--- src/rtl/mem_access_stage.sv ---
// Memory-access pipeline stage between EX/MEM and MEM/WB: loads, stores and LL/SC over a req/ack data bus.
// Latency: non-memory ops and failed SC pass through combinationally; bus accesses take the request cycle(s) plus one DONE cycle.
// Backpressure: stallreq is held high from the first request cycle until ack, and the bus may stall indefinitely.
// Ports:
//   ex_*            EX/MEM register outputs (held stable while stallreq is high)
//   LLbit_i, wb_*   stored LLbit and a pending WB-stage LLbit write
//   bus_*           single-master data bus, big-endian lanes (bus_sel[3] = data[31:24])
//   mem_*           writeback bundle for MEM/WB; stallreq to the stall controller
module mem_access_stage #(
    parameter bit LLBIT_FWD = 1'b1
) (
    input  logic        clk,
    input  logic        rst,
    input  logic [4:0]  ex_wd,
    input  logic        ex_wreg,
    input  logic [31:0] ex_wdata,
    input  logic [31:0] ex_hi,
    input  logic [31:0] ex_lo,
    input  logic        ex_whilo,
    input  logic [3:0]  ex_memop,
    input  logic [31:0] ex_memaddr,
    input  logic [31:0] ex_storedata,
    input  logic        LLbit_i,
    input  logic        wb_LLbit_we,
    input  logic        wb_LLbit_value,
    input  logic [31:0] bus_rdata,
    input  logic        bus_ack,
    output logic        bus_req,
    output logic        bus_we,
    output logic [31:0] bus_addr,
    output logic [3:0]  bus_sel,
    output logic [31:0] bus_wdata,
    output logic [4:0]  mem_wd,
    output logic        mem_wreg,
    output logic [31:0] mem_wdata,
    output logic [31:0] mem_hi,
    output logic [31:0] mem_lo,
    output logic        mem_whilo,
    output logic        mem_LLbit_we,
    output logic        mem_LLbit_value,
    output logic        stallreq
);

    typedef enum logic [1:0] {S_IDLE, S_WAIT, S_DONE} state_t;

    localparam logic [3:0] OP_LB  = 4'd1;
    localparam logic [3:0] OP_LBU = 4'd2;
    localparam logic [3:0] OP_LH  = 4'd3;
    localparam logic [3:0] OP_LHU = 4'd4;
    localparam logic [3:0] OP_LW  = 4'd5;
    localparam logic [3:0] OP_SB  = 4'd6;
    localparam logic [3:0] OP_SH  = 4'd7;
    localparam logic [3:0] OP_SW  = 4'd8;
    localparam logic [3:0] OP_LL  = 4'd9;
    localparam logic [3:0] OP_SC  = 4'd10;

    state_t      state_q, state_d;
    logic [31:0] rdata_q, rdata_d;

    logic        eff_llbit;
    logic        is_access;
    logic        is_store;
    logic [3:0]  lane_sel;
    logic [31:0] store_dat;
    logic [7:0]  lane_b;
    logic [15:0] lane_h;
    logic [31:0] done_wdata;

    // A pending WB-stage LLbit write is newer than the stored copy.
    assign eff_llbit = (LLBIT_FWD && wb_LLbit_we) ? wb_LLbit_value : LLbit_i;

    // Operation decode: whether a bus cycle is needed, direction, lanes and lane-replicated store data.
    always_comb begin
        is_access = 1'b0;
        is_store  = 1'b0;
        lane_sel  = 4'b0000;
        store_dat = ex_storedata;
        case (ex_memop)
            OP_LB, OP_LBU: begin
                is_access = 1'b1;
                lane_sel  = 4'b1000 >> ex_memaddr[1:0];
            end
            OP_LH, OP_LHU: begin
                is_access = 1'b1;
                lane_sel  = ex_memaddr[1] ? 4'b0011 : 4'b1100;
            end
            OP_LW, OP_LL: begin
                is_access = 1'b1;
                lane_sel  = 4'b1111;
            end
            OP_SB: begin
                is_access = 1'b1;
                is_store  = 1'b1;
                lane_sel  = 4'b1000 >> ex_memaddr[1:0];
                store_dat = {4{ex_storedata[7:0]}};
            end
            OP_SH: begin
                is_access = 1'b1;
                is_store  = 1'b1;
                lane_sel  = ex_memaddr[1] ? 4'b0011 : 4'b1100;
                store_dat = {2{ex_storedata[15:0]}};
            end
            OP_SW: begin
                is_access = 1'b1;
                is_store  = 1'b1;
                lane_sel  = 4'b1111;
            end
            OP_SC: begin
                // A failed SC never touches the bus.
                is_access = eff_llbit;
                is_store  = 1'b1;
                lane_sel  = 4'b1111;
            end
            default: ;
        endcase
    end

    // Lane extraction from the captured read word (big-endian: address 0 is bits [31:24]).
    always_comb begin
        case (ex_memaddr[1:0])
            2'b00:   lane_b = rdata_q[31:24];
            2'b01:   lane_b = rdata_q[23:16];
            2'b10:   lane_b = rdata_q[15:8];
            default: lane_b = rdata_q[7:0];
        endcase
        lane_h = ex_memaddr[1] ? rdata_q[15:0] : rdata_q[31:16];
    end

    // Writeback data for the DONE cycle.
    always_comb begin
        case (ex_memop)
            OP_LB:        done_wdata = {{24{lane_b[7]}}, lane_b};
            OP_LBU:       done_wdata = {24'd0, lane_b};
            OP_LH:        done_wdata = {{16{lane_h[15]}}, lane_h};
            OP_LHU:       done_wdata = {16'd0, lane_h};
            OP_LW, OP_LL: done_wdata = rdata_q;
            OP_SC:        done_wdata = 32'd1;
            default:      done_wdata = ex_wdata;
        endcase
    end

    always_ff @(posedge clk) begin
        if (rst) begin
            state_q <= S_IDLE;
            rdata_q <= 32'd0;
        end else begin
            state_q <= state_d;
            rdata_q <= rdata_d;
        end
    end

    always_comb begin
        state_d         = state_q;
        rdata_d         = rdata_q;
        bus_req         = 1'b0;
        bus_we          = 1'b0;
        bus_addr        = 32'd0;
        bus_sel         = 4'b0000;
        bus_wdata       = 32'd0;
        mem_wd          = 5'd0;
        mem_wreg        = 1'b0;
        mem_wdata       = 32'd0;
        mem_hi          = 32'd0;
        mem_lo          = 32'd0;
        mem_whilo       = 1'b0;
        mem_LLbit_we    = 1'b0;
        mem_LLbit_value = 1'b0;
        stallreq        = 1'b0;

        if (rst) begin
            state_d = S_IDLE;
        end else begin
            // Data fields always follow EX; the enables below decide whether they matter.
            mem_wd    = ex_wd;
            mem_hi    = ex_hi;
            mem_lo    = ex_lo;
            mem_wdata = ex_wdata;

            case (state_q)
                S_IDLE: begin
                    if (is_access) begin
                        bus_req = 1'b1;
                        if (bus_ack) begin
                            rdata_d = bus_rdata;
                            state_d = S_DONE;
                        end else begin
                            state_d = S_WAIT;
                        end
                    end else begin
                        mem_wreg  = ex_wreg;
                        mem_whilo = ex_whilo;
                        if (ex_memop == OP_SC) begin
                            mem_wdata = 32'd0;
                        end
                    end
                end
                S_WAIT: begin
                    bus_req = 1'b1;
                    if (bus_ack) begin
                        rdata_d = bus_rdata;
                        state_d = S_DONE;
                    end
                end
                S_DONE: begin
                    mem_wreg  = ex_wreg;
                    mem_whilo = ex_whilo;
                    mem_wdata = done_wdata;
                    if (ex_memop == OP_LL) begin
                        mem_LLbit_we    = 1'b1;
                        mem_LLbit_value = 1'b1;
                    end else if (ex_memop == OP_SC) begin
                        mem_LLbit_we    = 1'b1;
                        mem_LLbit_value = 1'b0;
                    end
                    state_d = S_IDLE;
                end
                default: state_d = S_IDLE;
            endcase

            stallreq = bus_req;
            if (bus_req) begin
                bus_we    = is_store;
                bus_addr  = {ex_memaddr[31:2], 2'b00};
                bus_sel   = lane_sel;
                bus_wdata = is_store ? store_dat : 32'd0;
            end
        end
    end

endmodule

--- config.mk ---
export PLATFORM = sky130hd
export DESIGN_NAME = mem_access_stage
export DESIGN_NICKNAME = d
export VERILOG_FILES = /design/src/rtl/mem_access_stage.sv
export SDC_FILE = /design/constraint.sdc
export NUM_CORES = 1
export LEC_CHECK = 0
export ABC_CLOCK_PERIOD_IN_PS = 1950
export BUFFER_PORTS_ARGS = -buffer_cell sky130_fd_sc_hd__buf_2
export CAP_MARGIN = 20
export CORE_AREA = 2 2 148 150
export CTS_CLUSTER_DIAMETER = 100
export DETAILED_ROUTE_END_ITERATION = 10
export DIE_AREA = 0 0 150 152
export PLACE_DENSITY = 0.59
export SLEW_MARGIN = 20
export SYNTH_ARGS = -nofsm -noshare
export SYNTH_HDL_FRONTEND = slang
export SYNTH_SLANG_ARGS = --single-unit
export TNS_END_PERCENT = 10
--- constraint.sdc ---
create_clock -name clk -period 1.95 [get_ports clk]
set_input_delay 0.0975 -clock clk [delete_from_list [all_inputs] [get_ports clk]]
set_output_delay 0.0975 -clock clk [all_outputs]
set_load 0.02 [all_outputs]
After elaboration in Yosys (flattened, before gate mapping)
Cells that the tools add are included.

Flip-flop bits (word level): 34. Word-level logic and storage cells: 79. Output and inout bits: 176.

Multiplexer cells: 49. Reductions and logical operators: 11. Equality and inequality tests: 16. Shift-type cells: 1.

Operator list (count): 2-to-1 mux 32 bit (12); one-hot mux 32 bit (2 select lines) (3); one-hot mux 32 bit (6 select lines) (1); one-hot mux 8 bit (3 select lines) (1); 2-to-1 mux 1 bit (18); equality test 4 x 3 -> 1 bit, second input constant (4); 2-to-1 mux 16 bit (1); equality test 4 bit, second input constant (3); 2-to-1 mux 4 bit (3); one-hot mux 4 bit (3 select lines) (1); OR reduction 9 bit (1); equality test 4 x 2 -> 1 bit, second input constant (2); one-hot mux 1 bit (2 select lines) (4); OR reduction 4 bit (2); 2-to-1 mux 2 bit (3); OR reduction 3 bit (2); 2-to-1 mux 5 bit (1); equality test 2 x 1 -> 1 bit, second input constant (2); equality test 2 bit, second input constant (2); equality test 4 x 1 -> 1 bit, second input constant (1); logical NOT 2 bit (2); != test 2 bit, second input constant (2); one-hot mux 2 bit (2 select lines) (1); AND reduction 2 bit (2); other kinds (3) (3).

Depth between registers and ports, before layout
Depth in word-level cells: 8. Depth in mapped cells: 9. Mapped depth without buffers: 7.

Least setup slack after synthesis
No wires, ideal clock.

Path type: input -> output. Start: in ex_memop[2]. End: out mem_wdata[1]. Slack: -0.163 ns. Required time: 1.852 ns. Arrival: 2.016 ns. Stages: 6. Cell sequence: buf_2 -> or3b_2 -> a211oi_2 -> buf_2 -> a21oi_1 -> a311oi_1.

Word-level cells in the longest chain between the ends: 6.

RTL lines: start: declaration (RTL line 20) `input logic [3:0] ex_memop,`; equality test 4 bit (tied with other cells) (RTL line 78, 131); OR reduction 9 bit (no source line); one-hot mux 1 bit (2 select lines) (RTL line 78) `case (ex_memop)`; 2-to-1 mux 32 bit (RTL line 181) `if (is_access) begin`; one-hot mux 32 bit (2 select lines) (*) (RTL line 179) `case (state_q)`; 2-to-1 mux 32 bit (*) (RTL line 170) `if (rst) begin`; end: declaration (RTL line 35) `output logic [31:0] mem_wdata,`.

Mark *: on every way between the ends. The rest lies on a longest branch, timed or not.

Worst setup path after layout
Start: reg rdata_q[7]. End: out mem_wdata[27].

Word-level cells in the longest chain between the ends: 4.

RTL lines: start: declaration (RTL line 58) `logic [31:0] rdata_q, rdata_d;`; start signal: assignment (RTL line 148) `rdata_q <= rdata_d;`; one-hot mux 8 bit (3 select lines) (RTL line 120) `case (ex_memaddr[1:0])`; one-hot mux 32 bit (6 select lines) (RTL line 131) `case (ex_memop)`; one-hot mux 32 bit (2 select lines) (RTL line 179); 2-to-1 mux 32 bit (RTL line 170).

Every way passes these cells.

==> impl_metrics.yaml <==
sta:
  final.min_clock_period_ps: 2200
  hold_viol: 0
  period_share: 1.13
  setup_viol: 27
  setup_tns_ps: -5030
  finalMaxSlewViolations: 0
  timing.hold.ws_ps: 44.6
  fmax_mhz: 455
  tightest_slew_ps: 645
  slew_headroom: 0.570
  rsz0062_at_grt: "true"
  skew_ps: 1.82
  postLayoutSetupSlackWorst_ps: -250
worst_hold_path:
  worstHoldPathCells: 3
  min_from: "bus_rdata[11]"
  holdPathEnd: "rdata_q[11]"
  min_path_type: "in2reg"
layout:
  n_fill_cell: 2357
  final_common_cell: "buf_2"
  final_core_util: 0.321
  area_growth_pct: 75.7
  drive_gt1_frac: 0.535
  final_cell_mix: "buf_2 (374), nand2_1 (77), nor2b_1 (73), buf_4 (66), a21oi_1 (60)"
  multi_input_area_mm2: 0.00312
  seq_area_um2: 691
  fin_cells: 1250
  nets: 1171
die:
  coreArea_mm2: 0.0214
  dieArea_mm2: 0.0228
  num_rows: 54
  initial_utilization: 0.183
  die_h_um: 152
  die_w_um: 150
  ios: 385
critical_path:
  r2r-end: "rdata_q[23]"
  critPathLaunchType: "register"
  cp.required_ps: 1850
  crit_fanout: 8
  crit_type: "reg2out"
  end_kind: "output pin"
  r2r_slack_ps: 490
  reg2reg_depth: 6
  rr_startpoint: "state_q[0]"
  timing.critical_path.arrival_ps: 2100
placement:
  dpl.hpwl_mm: 17.6
  dp_cells: 1234
  gp_congestion: 0.916
  port_buffers: 382
synthesis:
  synth_edf_count: 0
  syn_area_mm2: 0.00391
  ys_types: 48
  ys.warnings.count: 0
  synthFlopType: "dfxtp_1"
  synth_cells: 564
  ys_seq_elements: 34
  avgSynthCellArea_um2: 6.93
  synth-async-reset-ratio: 0
  seq_area_frac_synth: 0.174
pwr:
  fin_total_pwr_mw: 3.17
  intPower_mw: 1.91
  combinationalPowerShare: 0.495
  switching_share: 0.398
  p_clk_frac: 0.256
  powerDensity_mw_per_mm2: 462
  irDropWorstVdd_v: 0.000297
  switchingPower_mw: 1.26
  p_leak_nw: 3.53
  seqPwrFrac: 0.249
grt:
  grtUsageTotal: 0.178
  grt_pass1_wl_mm: 31.7
  overflow: 0
  grt_max_degree: 68
  grt_pass1_vias: 5419
  antenna_found_initial: 7
drt:
  met2_length_mm: 10.8
  drt_iter0_drc: 337
  vias: 5755
  met3WireLength_mm: 1.61
  drt_pass1_iterations: 5
  routed_wirelength_mm: 21.5
  postRouteAntennaNets: 0
  drc: 0
  viasPerCell: 4.60
  maxUsedRoutingLayer: "met4"
  wl_met1_mm: 8.68
  routedWlPerCell_um: 17.2
clock_tree:
  cts_tree: "built"
  cts_buffers: 5
  cts.clk_slew.worst_paths_ps: 60
  clock_latency_ps: 280
  htreeDepth: 2
  cts_num_sinks: 34
  cts-root-buf: "clkbuf_16"
  clockBufferDepth: 2
status:
  violations: "setup timing"
  status: "finished with violations"
job:
  maxCapViolations: 0
## Yosys cell counts (3+ instances only)
master	count	area share
nand2_1	77	0.074
nor2b_1	75	0.12
a21oi_1	61	0.078
nor2_1	42	0.040
clkbuf_1	38	0.037
dfxtp_1	34	0.17
and2_1	33	0.053
nor3_1	27	0.035
mux2i_1	19	0.049
a221oi_1	16	0.036
and3_1	15	0.024
buf_2	11	0.014
a211oi_1	10	0.019
a221oi_2	10	0.038
a21o_1	9	0.017
a211o_1	8	0.018
a22oi_1	8	0.015
mux4_2	8	0.046
o21ai_0	8	0.010
inv_1	6	0.0058
buf_1	4	0.0038
buf_6	4	0.012
a311oi_1	3	0.0067
a32oi_1	3	0.0067
buf_4	3	0.0058
nand2b_1	3	0.0048
## cell families (layout without fill, tap and decap cells)
group / after synthesis / in the layout / share of synthesized area
mux: 28 / 28 / 0.0977
compound gates: 146 / 146 / 0.267
xor+xnor: 2 / 2 / 0.00449
buf+inv: 66 / 463 / 0.0775
flops: 34 / 34 / 0.174
other cells: 1 / 9 / 0.000960
simple gates: 287 / 288 / 0.378
## state kept, by name, summed over array words and instances, names as in the netlist
name,count
state_q,2
rdata_q,32
## power by group through the flow
stage	Combinational, mW	Clock, mW	Sequential [mW]
6_report	1.57	0.811	0.790
3_3_place_gp	1.51	0	0.798
3_5_place_dp	1.51	0	0.798
4_1_cts	1.56	0.828	0.788
2_1_floorplan	0.823	0	0.785
5_1_grt	1.69	0.861	0.795
## final cells by class
type	instances	share of cell area
tap	280	0.0510
timing repair buffer	449	0.367
multi-input combinational	466	0.454
clock buffer	7	0.0208
antenna	7	0.00255
sequential	34	0.101
clock inverter	1	0.000729
inverter	6	0.00328
## worst max-delay path by stage
| stage | from | end | slack (ps) | depth (start not counted) |
|---|---|---|---|---|
| after floorplan | ex_memop[2] | bus_wdata[30] | -140 | 8 |
| after global placement | ex_memaddr[1] | mem_wdata[18] | -60 | 8 |
| after detailed placement | ex_memaddr[1] | mem_wdata[19] | -80 | 8 |
| after CTS | rdata_q[7] | mem_wdata[27] | -260 | 6 |
| after global routing | rdata_q[7] | mem_wdata[27] | -320 | 6 |
| final | rdata_q[7] | mem_wdata[27] | -250 | 6 |
## through the flow
| step | instance area, µm² | worst slack, ps |
|---|---|---|
| final | 6860 | -250 |
| after detailed placement | 6510 | -79.8 |
| after global routing | 6860 | -325 |
| after floorplan | 3920 | -144 |
| after CTS | 6800 | -262 |
| after global placement | 6510 | -60.1 |
## worst max-delay path, cell delays in order, from the launching register on
cell	delay, ps
dfxtp_1	310
mux4_2	490
a31o_4	260
or2_4	300
a221oi_2	200
nor3_1	80
buf_2	180
## routing by layer
layer	vias up	track usage
met4	0	0.0638
met1	2657	0.220
met2	279	0.311
met3	23	0.0279
li1	2796	-
met5	-	0
## what timing repair did
item,4_1_cts,5_1_grt
buffers inserted,0,0
resized for setup,33,15
pin swaps,34,3
hold endpoints to repair,1,0
endpoints found under the setup margin,34,41
gates cloned,1,0
hold buffers,1,0
Power figures use the tool's default switching activity.
